<file path="config.mk">
export PLATFORM = sky130hd
export DESIGN_NAME = apb_irq_ctrl
export DESIGN_NICKNAME = d
export VERILOG_FILES = /design/src/rtl/apb_irq_ctrl_pkg.sv /design/src/rtl/irq_prio_enc.sv /design/src/rtl/apb_irq_ctrl.sv
export SDC_FILE = /design/constraint.sdc
export NUM_CORES = 1
export LEC_CHECK = 0
export ABC_AREA = 1
export CAP_MARGIN = 20
export CELL_PAD_IN_SITES_DETAIL_PLACEMENT = 2
export CELL_PAD_IN_SITES_GLOBAL_PLACEMENT = 2
export CORE_UTILIZATION = 33
export DETAILED_ROUTE_END_ITERATION = 6
export PLACE_DENSITY_LB_ADDON = 0.1
export REMOVE_ABC_BUFFERS = 1
export SLEW_MARGIN = 20
export SYNTH_ARGS = -nofsm -noshare
export SYNTH_HDL_FRONTEND = slang
export SYNTH_HIERARCHICAL = 1
export SYNTH_SLANG_ARGS = --single-unit
</file>
<file path="constraint.sdc">
create_clock -name PCLK -period 3.4 [get_ports PCLK]
set_clock_uncertainty 0.2 [all_clocks]
set_input_delay 0.68 -clock PCLK [delete_from_list [all_inputs] [get_ports PCLK]]
set_output_delay 0.68 -clock PCLK [all_outputs]
set_load 0.03 [all_outputs]
</file>
<file path="src/rtl/apb_irq_ctrl_pkg.sv">
// Shared constants for apb_irq_ctrl: register word addresses, claim FSM states, source ID width.
package apb_irq_ctrl_pkg;

    localparam int unsigned IdWidth = 5;

    localparam logic [3:0] AddrEnable  = 4'd0;
    localparam logic [3:0] AddrEdge    = 4'd1;
    localparam logic [3:0] AddrPending = 4'd2;
    localparam logic [3:0] AddrClaim   = 4'd3;
    localparam logic [3:0] AddrStatus  = 4'd4;

    typedef enum logic {
        StIdle = 1'b0,
        StBusy = 1'b1
    } claim_state_e;

    // Expand PSTRB into a per-bit write mask.
    function automatic logic [31:0] lane_mask(input logic [3:0] strb);
        return {{8{strb[3]}}, {8{strb[2]}}, {8{strb[1]}}, {8{strb[0]}}};
    endfunction

endpackage

</file>
<file path="src/rtl/irq_prio_enc.sv">
// Combinational lowest-index-wins search over the request vector.
module irq_prio_enc
    import apb_irq_ctrl_pkg::*;
#(
    parameter int unsigned NSRC = 16
) (
    input  logic [NSRC-1:0]    req_i,
    output logic               found_o,
    output logic [IdWidth-1:0] idx_o
);

    always_comb begin
        found_o = 1'b0;
        idx_o   = '0;
        // Scan downwards so the lowest set bit is the last one written.
        for (int i = int'(NSRC) - 1; i >= 0; i--) begin
            if (req_i[i]) begin
                found_o = 1'b1;
                idx_o   = IdWidth'(i);
            end
        end
    end

endmodule

</file>
<file path="src/rtl/apb_irq_ctrl.sv">
// APB interrupt controller: ENABLE/EDGE/PENDING registers and a lowest-ID claim/complete handshake.
// Define IRQ_CTRL_SYNC_EN to put a two-flop synchroniser ahead of the source sampling stage.
module apb_irq_ctrl
    import apb_irq_ctrl_pkg::*;
#(
    parameter int unsigned NSRC = 16
) (
    input  logic            PCLK,
    input  logic            PRESETn,
    input  logic            PSEL,
    input  logic            PENABLE,
    input  logic            PWRITE,
    input  logic [3:0]      PADDR,
    input  logic [3:0]      PSTRB,
    input  logic [31:0]     PWDATA,
    output logic [31:0]     PRDATA,
    output logic            PREADY,
    output logic            PSLVERR,
    input  logic [NSRC-1:0] irq_src_i,
    output logic            irq_o
);

    claim_state_e       state_q, state_d;
    logic [NSRC-1:0]    enable_q, enable_d, trig_q, trig_d, pending_q, pending_d;
    logic [NSRC-1:0]    s_q, s_d, s_dly_q, s_dly_d, s_in;
    logic [IdWidth-1:0] cur_id_q, cur_id_d, claim_id_q, claim_id_d, claim_cand;
    logic               irq_q, irq_d;
    logic [31:0]        prdata_q, prdata_d, lane_full;
    logic [NSRC-1:0]    lane, wdata, pend_en, set_edge, clr_edge;
    logic               found, access, wr_access;
    logic [IdWidth-1:0] found_idx;
    logic               unused_bits;

    assign PREADY      = 1'b1;
    assign PSLVERR     = 1'b0;
    assign PRDATA      = prdata_q;
    assign irq_o       = irq_q;
    assign access      = PSEL & PENABLE;
    assign wr_access   = access & PWRITE;
    assign lane_full   = lane_mask(PSTRB);
    assign lane        = lane_full[NSRC-1:0];
    assign wdata       = PWDATA[NSRC-1:0];
    assign pend_en     = pending_q & enable_q;
    assign unused_bits = ^{PWDATA[31:NSRC], lane_full[31:NSRC]};

`ifdef IRQ_CTRL_SYNC_EN
    logic [NSRC-1:0] meta_q, sync_q;
    always_ff @(posedge PCLK or negedge PRESETn) begin
        if (!PRESETn) begin
            meta_q <= '0;
            sync_q <= '0;
        end else begin
            meta_q <= irq_src_i;
            sync_q <= meta_q;
        end
    end
    assign s_in = sync_q;
`else
    assign s_in = irq_src_i;
`endif

    irq_prio_enc #(
        .NSRC (NSRC)
    ) u_prio_enc (
        .req_i   (pend_en),
        .found_o (found),
        .idx_o   (found_idx)
    );

    always_comb begin
        enable_d   = enable_q;
        trig_d     = trig_q;
        state_d    = state_q;
        cur_id_d   = cur_id_q;
        claim_id_d = claim_id_q;
        s_d        = s_in;
        s_dly_d    = s_q;
        clr_edge   = '0;
        set_edge   = s_q & ~s_dly_q & trig_q;
        claim_cand = (state_q == StIdle && found) ? found_idx + IdWidth'(1) : '0;

        if (wr_access) begin
            case (PADDR)
                AddrEnable:  enable_d = (enable_q & ~lane) | (wdata & lane);
                AddrEdge:    trig_d   = (trig_q & ~lane) | (wdata & lane);
                AddrPending: clr_edge = wdata & lane & trig_q;
                AddrClaim: begin
                    if (state_q == StBusy && PSTRB[0] && PWDATA[IdWidth-1:0] == cur_id_q) begin
                        state_d  = StIdle;
                        cur_id_d = '0;
                    end
                end
                default: ;
            endcase
        end

        if (PSEL && !PENABLE && !PWRITE && PADDR == AddrClaim) begin
            claim_id_d = claim_cand;
        end

        // The ID was fixed in the setup phase; the access phase commits the claim.
        if (access && !PWRITE && PADDR == AddrClaim && state_q == StIdle && claim_id_q != '0) begin
            state_d  = StBusy;
            cur_id_d = claim_id_q;
            clr_edge = clr_edge | (trig_q & (NSRC'(1) << (claim_id_q - IdWidth'(1))));
        end

        // A new edge on the same cycle as a clear keeps the bit set.
        pending_d = (trig_q & ((pending_q & ~clr_edge) | set_edge)) | (~trig_q & s_q);
        irq_d     = (state_d == StIdle) && (|(pending_d & enable_d));

        prdata_d = '0;
        case (PADDR)
            AddrEnable:  prdata_d[NSRC-1:0] = enable_q;
            AddrEdge:    prdata_d[NSRC-1:0] = trig_q;
            AddrPending: prdata_d[NSRC-1:0] = pending_q;
            AddrClaim:   prdata_d[IdWidth-1:0] = claim_cand;
            AddrStatus: begin
                prdata_d[8 +: IdWidth] = cur_id_q;
                prdata_d[0]            = (state_q == StBusy);
            end
            default: ;
        endcase
    end

    always_ff @(posedge PCLK or negedge PRESETn) begin
        if (!PRESETn) begin
            state_q    <= StIdle;
            enable_q   <= '0;
            trig_q     <= '0;
            pending_q  <= '0;
            s_q        <= '0;
            s_dly_q    <= '0;
            cur_id_q   <= '0;
            claim_id_q <= '0;
            irq_q      <= 1'b0;
            prdata_q   <= '0;
        end else begin
            state_q    <= state_d;
            enable_q   <= enable_d;
            trig_q     <= trig_d;
            pending_q  <= pending_d;
            s_q        <= s_d;
            s_dly_q    <= s_dly_d;
            cur_id_q   <= cur_id_d;
            claim_id_q <= claim_id_d;
            irq_q      <= irq_d;
            prdata_q   <= prdata_d;
        end
    end

endmodule

</file>
==> flow_summary_export.csv <==
group,metric,value,unit
floorplan,core_area,0.01583,mm2
synth,synth-edff-count,0,
pwr,p_leak,3.308,nW
cts,cts_root_buffer,"clkbuf_16",
floorplan,fp.dieW,129.2,um
global_route,grt_util_all_layers,21.42,%
critical_path,critical_path_class,"in -> reg",
sta,final_hold_viol_count,0,
floorplan,die_area,0.01669,mm2
critical_path,cp-start-kind,"primary input",
cts,post_cts.repair.setup_buffers,0,
pwr,power_dens_cells,479.6,mW/mm2
sta,timing.setup.tns,0,ps
critical_path,required,3460,ps
placement,placement.io_buffers,59,
worst_hold_path,timing.hold.worst.class,"in -> async",
pwr,fraction_of_power_spent_switching_nets,30.37,%
cts,tritoncts,"built",
drt,route.final.wire_length,16570,um
cells_and_area,final_layout_size_suffix_gt1_share,8.267,%
global_route,grt_antenna_before_repair,0,
sta,finalCritPeriodShare,79.22,%
placement,dpl.hpwl,12380,um
cells_and_area,mostFrequentLayoutCells,"255 x nand2_1, 108 x dfrtp_1, 87 x inv_1",
synth,syn_std_cell_area,0.005339,mm2
pwr,clock_power_share,35.8,%
critical_path,cp-endpoint,"irq_o",
cells_and_area,insertedDiodeCount,0,
critical_path,cp-startpoint,"PADDR[1]",
critical_path,timing.reg2reg.setup_slack,820,ps
cts,worstSkewPairLatency,360,ps
synth,synth_async_sr_flop_share,100.0,%
floorplan,floorplan.initialDensity,33.73,%
critical_path,timing.critical_path.to_type,"flip-flop",
critical_path,critical_path_peak_fanout,7,
cts,maximum_root_to_sink_buffer_count,2,
synth,post_synth_inst_count,678,
pwr,p_int,2.159,mW
cts,cts_htree_levels,3,
cells_and_area,final_util,40.85,%
drt,dr.first_iter.drc_count,157,
critical_path,timing.rr.end,"PRDATA[2]",
cells_and_area,num-fill-cells,1855,
sta,grt_setup_unrepaired,"false",
synth,ys_seq_area_share,50.62,%
sta,timing.fmax,371.3,MHz
cts,cts_made_buffers,9,
global_route,first_global_vias,5032,
sta,setup_violations,0,
drt,ant_nets,0,
run,max_cap_viol_count,0,
cts,resized_after_cts,0,
synth,yosysWarnings,6,
cells_and_area,layout-area-overhead-vs-synth,21.12,%
drt,count_of_vias_placed_by_the_detailed_router,4606,
synth,synth_ff_type,"dfrtp_1",
outcome,status,"completed",
synth,synth.ff_latch_count,108,
cts,cts-hold-fix-buffers,0,
global_route,global_route_congestion_overflow_total,0,
sta,final.min_clock_period,2693,ps
pwr,power_frac_seq,47.4,%
floorplan,die_h,129.2,um
synth,netlist-cell-type-count,39,
cts,clk_transition_reported_paths,80,ps
drt,drc_errors,0,
pwr,p_sw,0.9420,mW
critical_path,timing.rr.start,"pending_q[15]",
pwr,power.combinational.fraction,16.8,%
pwr,worst_ir_drop_vdd,0.2598,mV
cells_and_area,final_net_count,807,
drt,routed_wire_length_per_instance,17.16,um
sta,final-max-slew-violation-count,0,
global_route,largest_net_degree_at_the_start_of_global_routing,45,
drt,first_pass_iteration_count_of_the_detailed_router,4,
critical_path,r2r.worst_path.cells,14,
global_route,grt_first_pass_wirelength,26460,um
placement,routabilityCongestion,0.7925,
sta,tightestPinTransition,679.0,ps
critical_path,arrival,2750,ps
synth,syn_area_per_cell,7.874,um2
drt,vias_per_cell,4.768,
floorplan,pin_count,96,
cells_and_area,layout_commonest_cell,"nand2_1",
sta,timing.max_slew.rel_slack,54.49,%
cts,clock_sink_count,108,
floorplan,std_cell_rows,46,
[cell usage after synthesis (2+ instances only)]
cell / count / share of area, %
clkbuf_1: 5 / 0.35
nor3_1: 9 / 0.84
a22oi_1: 2 / 0.28
nand3_2: 3 / 0.56
o21ai_2: 7 / 1.1
buf_4: 19 / 2.7
nor2_2: 3 / 0.35
buf_6: 5 / 1.1
dfrtp_1: 108 / 51
nand3b_1: 2 / 0.28
a21oi_1: 4 / 0.37
o21ai_0: 30 / 2.8
nand2_2: 3 / 0.35
nor2_1: 29 / 2.0
nand4_1: 10 / 1.2
o21ai_1: 11 / 1.0
inv_2: 7 / 0.49
nand3_1: 51 / 4.8
nand2_4: 2 / 0.42
nor2_4: 4 / 0.84
nand2_1: 255 / 18
conb_1: 3 / 0.21
xor2_1: 4 / 0.66
inv_1: 87 / 6.1
[critical path: stages]
cell and delay, ps:
clkdlybuf4s50_1 600, nand2_2 120, inv_1 80, nand2_2 100, nor2_4 230, nand3_1 160, o21ai_2 140, nand2_1 80
nand2_1 110, nand2_1 70, nor2_1 170, nand2_1 80, nor2_1 90, nor2_1 40
[power by group through the flow]
| stage | sequential, mW | combinational, mW | clock, mW |
|---|---|---|---|
| after floorplan | 1.49 | 0.285 | 0 |
| after global placement | 1.49 | 0.505 | 0 |
| after detailed placement | 1.49 | 0.524 | 0 |
| after CTS | 1.47 | 0.530 | 1.15 |
| after global routing | 1.48 | 0.585 | 1.19 |
| final | 1.47 | 0.522 | 1.11 |
[area by class of cell]
cell class / instances / area, um2 / share of cell area [%]
clock buffer: 10 / 239.0 / 3.696
clock inverter: 6 / 72.57 / 1.122
inverter: 94 / 352.8 / 5.457
multi-input combinational: 462 / 2121 / 32.80
sequential: 108 / 2703 / 41.80
tap: 216 / 270.3 / 4.180
timing repair buffer: 70 / 708.2 / 10.95
[metrics by stage]
stage / power [mW] / hold WS [ps] / cell area (um2) / worst slack [ps] / instances
after detailed placement: 2.019 / 164.8 / 6155 / 323.7 / 950
final: 3.101 / 129.6 / 6466 / 706.6 / 966
after floorplan: 1.773 / 147.7 / 5176 / 1098 / 664
after global placement: 1.992 / 156.0 / 6155 / 341.2 / 950
after global routing: 3.256 / 175.6 / 6466 / 414.2 / 966
after CTS: 3.147 / 153.0 / 6466 / 664.0 / 966
[worst min path at each step]
stage / endpoint / cells past startpoint / slack (ps) / from
2_1_floorplan: s_dly_q[4] / 0 / 150 / s_dly_d[4]
3_3_place_gp: s_dly_q[4] / 0 / 160 / s_dly_d[4]
3_5_place_dp: s_dly_q[14] / 0 / 160 / s_dly_d[14]
4_1_cts: asynchronous set/reset pin / 1 / 150 / PRESETn
5_1_grt: PRDATA[14] / 1 / 180 / PRESETn
6_report: PRDATA[15] / 1 / 130 / PRESETn
[kinds of logic (layout without fill, tap and decap cells)]
group	Yosys count	count (layout)	synth area share [%]
flops	108	108	50.62
fa+ha+maj	1	1	0.2343
simple gates	378	378	30.96
buf+inv	124	180	10.78
compound gates	59	59	6.375
other cells	3	19	0.2109
xor+xnor	5	5	0.8202
[per-layer routing]
metal	share of wire, %	vias to the layer above	track usage, %
met5	0	-	0
met1	45	2299	26.47
met3	3.8	18	3.633
met2	50	87	37.82
met4	1.7	0	6.990
li1	-	2202	-
(Power assumes the default switching activity.)
